[config.mk]
export PLATFORM = sky130hd
export DESIGN_NAME = duty_ramp
export DESIGN_NICKNAME = d
export VERILOG_FILES = /design/src/rtl/car_pkg.sv /design/src/rtl/tick_gen.sv /design/src/rtl/duty_ramp.sv
export SDC_FILE = /design/constraint.sdc
export NUM_CORES = 1
export LEC_CHECK = 0
export ABC_AREA = 1
export BUFFER_PORTS_ARGS = -buffer_cell sky130_fd_sc_hd__buf_2
export CAP_MARGIN = 15
export CELL_PAD_IN_SITES_DETAIL_PLACEMENT = 0
export CELL_PAD_IN_SITES_GLOBAL_PLACEMENT = 1
export CORE_MARGIN = 1.5
export CORE_UTILIZATION = 35
export CTS_CLUSTER_SIZE = 25
export DETAILED_ROUTE_END_ITERATION = 8
export PLACE_DENSITY = 0.77
export RECOVER_POWER = 50
export SLEW_MARGIN = 20
export SYNTH_ARGS = -nofsm -noshare
export SYNTH_HDL_FRONTEND = slang
export SYNTH_SLANG_ARGS = --single-unit
[constraint.sdc]
create_clock -name clk -period 7 [get_ports clk]
set_clock_uncertainty 0.2 [all_clocks]
set_input_delay 0.35 -clock clk [delete_from_list [all_inputs] [get_ports clk]]
set_output_delay 0.35 -clock clk [all_outputs]
set_load 0.02 [all_outputs]
[src/rtl/car_pkg.sv]
// ============================================================================
// Module  : car_pkg
// Brief   : Shared drive constants and ramp state encoding.
// Revision: 1.0 - initial release
// ============================================================================
`default_nettype none

package car_pkg;

  localparam int PWM_PERIOD = 400000;
  localparam int MIN_DUTY   = 128;
  localparam int MAX_DUTY   = 230;

  typedef enum logic [1:0] {
    S_HOLD  = 2'd0,
    S_UP    = 2'd1,
    S_DOWN  = 2'd2,
    S_ESTOP = 2'd3
  } ramp_state_t;

  function automatic logic [7:0] clamp_duty(input logic [7:0] d, input logic [7:0] lim);
    return (d > lim) ? lim : d;
  endfunction

endpackage

`default_nettype wire

[src/rtl/tick_gen.sv]
// ============================================================================
// Module  : tick_gen
// Brief   : Free-running 0..TICK_CYCLES-1 counter with a one-cycle wrap pulse.
// Revision: 1.0 - initial release
// ============================================================================
`default_nettype none

module tick_gen #(
  parameter int TICK_CYCLES = 400000
) (
  input  logic clk,
  input  logic rst_n,
  output logic tick
);

  localparam int CW = (TICK_CYCLES > 1) ? $clog2(TICK_CYCLES) : 1;
  localparam logic [CW-1:0] c_LAST = CW'(TICK_CYCLES - 1);
  localparam logic [CW-1:0] c_ONE  = CW'(1);

  logic [CW-1:0] r_cnt;
  logic          w_wrap;

  assign w_wrap = (r_cnt == c_LAST);
  assign tick   = w_wrap;

  always_ff @(posedge clk or negedge rst_n) begin
    if (!rst_n) begin
      r_cnt <= '0;
    end else if (w_wrap) begin
      r_cnt <= '0;
    end else begin
      r_cnt <= r_cnt + c_ONE;
    end
  end

endmodule

`default_nettype wire

[src/rtl/duty_ramp.sv]
// ============================================================================
// Module  : duty_ramp
// Brief   : Slew-limits PWM duty toward a commanded target, with e-stop.
// Revision: 1.0 - initial release
// ============================================================================
`default_nettype none

module duty_ramp #(
  parameter int TICK_CYCLES = car_pkg::PWM_PERIOD,
  parameter int STEP        = 4,
  parameter int MAX_DUTY    = car_pkg::MAX_DUTY
) (
  input  logic       clk,
  input  logic       rst_n,
  input  logic       cmd_valid,
  input  logic [7:0] cmd_duty,
  output logic       cmd_ready,
  input  logic       estop,
  input  logic       estop_clr,
  output logic [7:0] duty,
  output logic       at_target,
  output logic       estop_active
);

  import car_pkg::*;

  localparam logic [7:0] c_STEP = 8'(STEP);
  localparam logic [7:0] c_MAX  = 8'(MAX_DUTY);

  ramp_state_t r_state, w_state_nxt;
  logic [7:0]  r_duty, w_duty_nxt;
  logic [7:0]  r_target, w_target_nxt;
  logic        w_tick;
  logic        w_accept;
  logic [8:0]  w_up_sum;
  logic [7:0]  w_up_val;
  logic [7:0]  w_dn_gap;
  logic [7:0]  w_dn_val;

  tick_gen #(
    .TICK_CYCLES (TICK_CYCLES)
  ) u_tick_gen (
    .clk   (clk),
    .rst_n (rst_n),
    .tick  (w_tick)
  );

  assign cmd_ready = (r_state != S_ESTOP) && !estop;
  assign w_accept  = cmd_valid && cmd_ready;

  // Up step formed one bit wide so a sum past 255 still saturates at target.
  assign w_up_sum = {1'b0, r_duty} + {1'b0, c_STEP};
  assign w_up_val = (w_up_sum >= {1'b0, r_target}) ? r_target : w_up_sum[7:0];

  // Gap is only meaningful when duty is above target (DOWN with a stable target).
  assign w_dn_gap = r_duty - r_target;
  assign w_dn_val = (w_dn_gap > c_STEP) ? (r_duty - c_STEP) : r_target;

  always_comb begin
    w_state_nxt  = r_state;
    w_duty_nxt   = r_duty;
    w_target_nxt = r_target;

    if (w_accept) begin
      w_target_nxt = clamp_duty(cmd_duty, c_MAX);
    end

    case (r_state)
      S_HOLD: begin
        if (r_target > r_duty) begin
          w_state_nxt = S_UP;
        end else if (r_target < r_duty) begin
          w_state_nxt = S_DOWN;
        end
      end
      S_UP: begin
        if (r_target < r_duty) begin
          w_state_nxt = S_DOWN;
        end else if (r_target == r_duty) begin
          w_state_nxt = S_HOLD;
        end else if (w_tick) begin
          w_duty_nxt = w_up_val;
          if (w_up_val == r_target) begin
            w_state_nxt = S_HOLD;
          end
        end
      end
      S_DOWN: begin
        if (r_target > r_duty) begin
          w_state_nxt = S_UP;
        end else if (r_target == r_duty) begin
          w_state_nxt = S_HOLD;
        end else if (w_tick) begin
          w_duty_nxt = w_dn_val;
          if (w_dn_val == r_target) begin
            w_state_nxt = S_HOLD;
          end
        end
      end
      S_ESTOP: begin
        if (estop_clr && !estop) begin
          w_state_nxt = S_HOLD;
        end
      end
      default: begin
        w_state_nxt = S_HOLD;
      end
    endcase

    // Emergency stop overrides everything above, including a same-cycle command.
    if (estop && (r_state != S_ESTOP)) begin
      w_state_nxt  = S_ESTOP;
      w_duty_nxt   = 8'd0;
      w_target_nxt = 8'd0;
    end
  end

  always_ff @(posedge clk or negedge rst_n) begin
    if (!rst_n) begin
      r_state  <= S_HOLD;
      r_duty   <= 8'd0;
      r_target <= 8'd0;
    end else begin
      r_state  <= w_state_nxt;
      r_duty   <= w_duty_nxt;
      r_target <= w_target_nxt;
    end
  end

  assign duty         = r_duty;
  assign at_target    = (r_state == S_HOLD);
  assign estop_active = (r_state == S_ESTOP);

endmodule

`default_nettype wire

==> results of run 1 <==
==> power groups by stage <==
stage	clock network, mW	registers (mW)	logic (mW)
2_1_floorplan	0	0.305	0.802
3_3_place_gp	0	0.310	1.06
6_report	0.155	0.307	1.06
3_5_place_dp	0	0.310	1.05
5_1_grt	0.169	0.314	1.19
4_1_cts	0.160	0.306	1.05
==> synthesized netlist by cell type, drive strengths merged <==
master	number
nand4	17
nor3b	2
inv	74
nor2	54
o22ai	3
nand3b	1
clkbuf	2
a211oi	10
nor4	4
or2	1
xnor2	3
or3	1
buf	3
o2111ai	1
o21bai	1
ha	17
o31ai	9
a31oi	1
clkinv	1
fa	1
xor2	8
o21ai	9
nor4b	1
nor3	11
dfrtp	37
nand2	104
o211ai	1
a21oi	26
o32ai	3
o21a	4
nand3	56
==> sequential cells by signal (all words and copies together) (netlist names) <==
register and cells:
duty 8, r_state 2, r_target 8, u_tick_gen.r_cnt 19
==> logic make-up (layout without fill, tap and decap cells) <==
group / after synthesis / in the layout / share of synthesized area
buf+inv: 80 / 108 / 0.0969
compound gates: 68 / 68 / 0.133
simple gates: 252 / 252 / 0.378
fa+ha+maj: 18 / 18 / 0.0727
xor+xnor: 11 / 11 / 0.0301
flops: 37 / 37 / 0.289
==> layer usage <==
layer | vias to the layer above | routed length (um)
met3 | 12 | 432
met1 | 1460 | 4560
met4 | 0 | 123
met5 | - | 0
met2 | 95 | 3720
li1 | 1621 | -
==> critical path, stage by stage, from the launching register on <==
cell and delay, ps:
dfrtp_1 550, inv_1 220, ha_1 410, ha_1 320, nand2_1 60, a21oi_1 110
nand2_1 70, nand2_1 60, nand2_1 50, nand2_1 90, nand2_2 130, nand2_1 360
nor2_1 110, nand2_1 80, nand3_1 70, nor2_1 90, nand3_1 110, a21oi_1 200
nand2_1 70, nand2_1 50, nand2_1 40
==> worst max-delay path by stage <==
stage,endpoint,cells past startpoint,from
floorplan,r_state[1],18,duty[2]
global placement,r_state[1],20,duty[2]
detailed placement,r_state[1],20,duty[2]
CTS,r_state[1],20,duty[2]
global route,r_state[1],18,duty[3]
finish,r_state[1],20,duty[2]
==> metrics by stage <==
stage	total power [mW]	cell area, um2	utilization
CTS	1.52	3530	0.401
detailed placement	1.36	3430	0.390
finish	1.52	3530	0.401
global route	1.68	3530	0.401
floorplan	1.11	3200	-
global placement	1.37	3430	0.390
==> cell type report <==
type                            instances  area share
Timing Repair Buffer                   25      0.0365
Inverter                               75      0.0798
Sequential cell                        37       0.262
Tap cell                              108      0.0383
Clock buffer                            5      0.0195
Clock inverter                          3     0.00603
Multi-Input combinational cell        349       0.557
==> results.py, run 1 <==
metrics = {
    "status": {
        "status": "finished with violations",
        "violations": "capacitance limit, slew limit",
    },
    "cts": {
        "root_buffer": "clkbuf_8",
        "cts_max_path_buffers": 2,
        "insertion_delay_ps": 300,
        "cts_tree": "built",
        "cts.sinks": 37,
        "clkSlewWorstSetupHoldPaths_ps": 90,
        "cts_resized": 0,
        "numCtsBuffers": 5,
        "htreeDepth": 2,
        "hold_buffers": 1,
        "post-cts-setup-buffer-count": 0,
    },
    "critical_path": {
        "r2r_slack_ps": 3450,
        "endpoint_kind": "register",
        "worstPathArrival_ps": 3550,
        "r2r-start": "duty[2]",
        "cp_max_fo": 13,
        "r2r-end": "r_state[1]",
        "crit_path_start_kind": "register",
        "critPathKind": "register to register",
        "r2r_cells": 20,
        "crit_required_ps": 7000,
    },
    "global_route": {
        "grt_max_degree": 38,
        "grt_usage": 0.197,
        "grtUsageMet2": 0.290,
        "grt_pass1_wl_mm": 15.3,
        "grt-ovfl-total": 0,
        "antenna_found_initial": 0,
        "met3_usage": 0.0326,
        "grt.busiest_layer": "met1",
        "grtUsageMet1": 0.297,
        "grt_pass1_vias": 3041,
    },
    "sta": {
        "worst_pin_slew_ps": 2030,
        "slew_viol_final": 38,
        "setup_viol": 0,
        "rsz0062_at_grt": "false",
        "fin_crit_sh": 0.507,
        "timing.final.hold_violations": 0,
        "finalWorstSetupSlack_ps": 3450,
        "post-route-min-period_ps": 3550,
        "slew-limit-headroom": -0.350,
        "fmax_mhz": 282,
        "hold_ws_ps": 105,
        "tns_ps": 0,
    },
    "logic_synthesis": {
        "synthCells": 466,
        "synth_seq_cells": 37,
        "syn_nets": 497,
        "yosysSeqAreaShare": 0.289,
        "netlist_area_um2": 3200,
        "synth_top_area_share": 0.289,
        "yosys.area.top_type": "dfrtp_1",
        "avgSynthCellArea_um2": 6.87,
        "synthTopCellsByArea": "dfrtp_1 29%, nand2_1 11%, inv_1 7.7%",
        "yosysWarnings": 0,
        "ys_types": 42,
    },
    "power_and_ir_drop": {
        "power.density_nw_per_um2": 431,
        "clkPwrFrac": 0.102,
        "switching_share": 0.568,
        "combPwrFrac": 0.696,
        "power.internal_uw": 657,
        "power_frac_seq": 0.202,
        "ir_worst_vdd_mv": 0.239,
        "leakagePower_nw": 1.78,
        "p_switching_uw": 863,
    },
    "floorplan": {
        "ios": 24,
        "die_area_um2": 9730,
        "die_h_um": 98.7,
        "core_um2": 8810,
        "die_w_um": 98.7,
        "start_util": 0.364,
        "num_rows": 34,
    },
    "detailed_routing": {
        "first_pass_iters": 7,
        "ant_nets": 0,
        "num_vias": 3188,
        "avgRoutedWirePerCell_um": 14.7,
        "wl_mm": 8.84,
        "drt_iter0_markers": 246,
        "drc_errors": 0,
        "viasPerCell": 5.30,
    },
    "final_layout": {
        "num_antenna_cells": 0,
        "regArea_um2": 926,
        "stdcell_count": 602,
        "syn2layout_area_growth_pct": 10.2,
        "fin_nets": 524,
        "layout_commonest_cell": "nand2_1",
        "fillers": 932,
        "final_cell_mix": "97 x nand2_1, 67 x inv_1, 51 x nor2_1",
        "multi_input_area_um2": 1970,
        "drive_above_1_share": 0.115,
    },
    "place": {
        "placed_cells_incl_taps": 593,
        "gp_congestion": 0.880,
        "dpl.hpwl_mm": 6.85,
        "io_buffer_count": 23,
        "pre_cts_ws_ps": 3500,
    },
    "worst_hold_path": {
        "hold_path.startpoint": "cmd_duty[6]",
        "worstHoldPathCells": 3,
        "whs_endpoint": "r_target[6]",
        "hold_class": "input port to register",
    },
    "flow_run": {
        "drv_cap": 1,
    },
}
Power figures use the tool's default switching activity.
==> run 2: changes to the inputs <==
==> constraint.sdc (replaced) <==
create_clock -name clk -period 3.6 [get_ports clk]
set_clock_uncertainty 0.2 [all_clocks]
set_input_delay 0.18 -clock clk [delete_from_list [all_inputs] [get_ports clk]]
set_output_delay 0.18 -clock clk [all_outputs]
set_load 0.02 [all_outputs]
==> results.py, run 2 (synthesis results as in run 1) <==
metrics = {
    "status": {
        "status": "finished with violations",
        "violations": "capacitance limit, slew limit",
    },
    "floorplan": {
        "num_rows": 34,
        "die_w_um": 98.7,
        "die_area_um2": 9730,
        "core_um2": 8810,
        "start_util": 0.364,
        "die_h_um": 98.7,
        "ios": 24,
    },
    "detailed_routing": {
        "ant_nets": 0,
        "num_vias": 3244,
        "first_pass_iters": 7,
        "drc_errors": 0,
        "drt_iter0_markers": 190,
        "avgRoutedWirePerCell_um": 14.7,
        "viasPerCell": 5.27,
        "wl_mm": 9.04,
    },
    "cts": {
        "cts_tree": "built",
        "insertion_delay_ps": 280,
        "htreeDepth": 2,
        "numCtsBuffers": 5,
        "cts.sinks": 37,
        "clkSlewWorstSetupHoldPaths_ps": 70,
        "root_buffer": "clkbuf_8",
        "cts_max_path_buffers": 2,
    },
    "final_layout": {
        "fin_nets": 538,
        "num_antenna_cells": 0,
        "fin_util": 0.415,
        "final_cell_mix": "96 x nand2_1, 67 x inv_1, 51 x nor2_1",
        "stdcell_count": 615,
        "layout_commonest_cell": "nand2_1",
        "syn2layout_area_growth_pct": 14.2,
        "regMostFlops": "u_tick_gen.r_cnt",
        "drive_above_1_share": 0.130,
        "largest_reg_flops": 19,
        "fin_area_um2": 3660,
    },
    "flow_run": {
        "drv_cap": 1,
    },
    "critical_path": {
        "cpMaxStageDelayCell": "dfrtp_2",
        "r2r-start": "duty[2]",
        "worstPathArrival_ps": 3230,
        "endpoint_kind": "register",
        "crit_start": "duty[2]",
        "crit_cells": 18,
        "critPathKind": "register to register",
        "critPathCapture": "r_state[1]",
        "cp_top_family": "simple AND/OR/NAND/NOR gates",
        "worst-path-buf-inv": 2,
        "r2r_cells": 18,
        "r2r_slack_ps": 350,
        "crit_required_ps": 3580,
        "crit_path_start_kind": "register",
        "r2r-end": "r_state[1]",
        "cp_max_fo": 10,
        "path_cells": "ha_1 > nand2_1 > xor2_2 > inv_1 > ha_1 > nand4_1 > o211ai_1 > inv_2 > nand2_2 > nor2_1 > nand2_1 > nand3_1 > nor2_1 > nand3_1 > a21oi_1 > nand2_1 > nand2_1 > nand2_1",
        "crit_top_cell": "nand2_1",
        "critPathMaxStageDelay_ps": 500,
    },
    "global_route": {
        "grt_usage": 0.194,
        "grt-ovfl-total": 0,
        "grt_pass1_wl_mm": 15.2,
        "grt_max_degree": 38,
        "grt_pass1_vias": 2996,
        "antenna_found_initial": 0,
    },
    "place": {
        "io_buffer_count": 23,
        "gp_congestion": 0.921,
        "placed_cells_incl_taps": 600,
        "dpl.hpwl_mm": 7.00,
        "placed_area_um2": 3480,
    },
    "sta": {
        "tns_ps": 0,
        "fmax_mhz": 307,
        "setup_viol": 0,
        "rsz0062_at_grt": "false",
        "slew_viol_final": 38,
        "hold_ws_ps": 11.3,
        "timing.final.hold_violations": 0,
        "worst_pin_slew_ps": 2020,
        "slew-limit-headroom": -0.347,
        "post-route-min-period_ps": 3250,
        "fin_crit_sh": 0.903,
    },
    "power_and_ir_drop": {
        "ir_worst_vdd_mv": 0.546,
        "leakagePower_nw": 1.84,
        "power.density_nw_per_um2": 821,
    },
    "worst_hold_path": {
        "hold_class": "input port to register",
    },
}
-- run 2: how the worst min path moves through the flow --
stage | cells after the start | start | to | slack, ps
final | 3 | cmd_valid | r_target[6] | 10
after global routing | 3 | cmd_duty[3] | r_target[3] | 30
after CTS | 3 | cmd_valid | r_target[6] | 9
after detailed placement | 1 | rst_n | duty[7] | 140
after global placement | 1 | rst_n | duty[7] | 130
after floorplan | 0 | rst_n | duty[0] | -320
-- run 2: through the flow --
step	setup slack [ps]	total power, mW
after floorplan	650	2.15
after global placement	220	2.67
after detailed placement	209	2.67
after CTS	172	2.98
after global routing	34.1	3.31
final	347	3.00
-- run 2: final cells by class --
cell class,count,area [um2]
Clock buffer,7,86.3
Fill cell,901,5150
Inverter,75,282
Multi-Input combinational cell,349,1980
Sequential cell,37,928
Tap cell,108,135
Timing Repair Buffer,39,249
-- run 2: routing by layer --
metal,routed length (um),up-vias,global-route usage
li1,-,1640,-
met1,4690,1494,0.293
met2,3790,100,0.294
met3,440,10,0.0284
met4,125,0,0.0429
met5,0,-,0
-- run 2: what timing repair did --
item,in CTS,in global routing
gates resized for setup,0,4
setup endpoints to repair,0,2
hold buffers,8,0
buffers inserted,0,0
hold endpoints to repair,44,0
-- run 2: report_power, final --
group	internal, mW	leakage, nW	switching (mW)
registers	0.482	0.484	0.0989
clock network	0.152	0.0443	0.143
logic	0.705	1.31	1.42
total	1.34	1.84	1.66
-- run 2: tightest hold or removal path: stages --
cell,delay (ps)
buf_2,130
nand3_1,80
o21ai_0,60
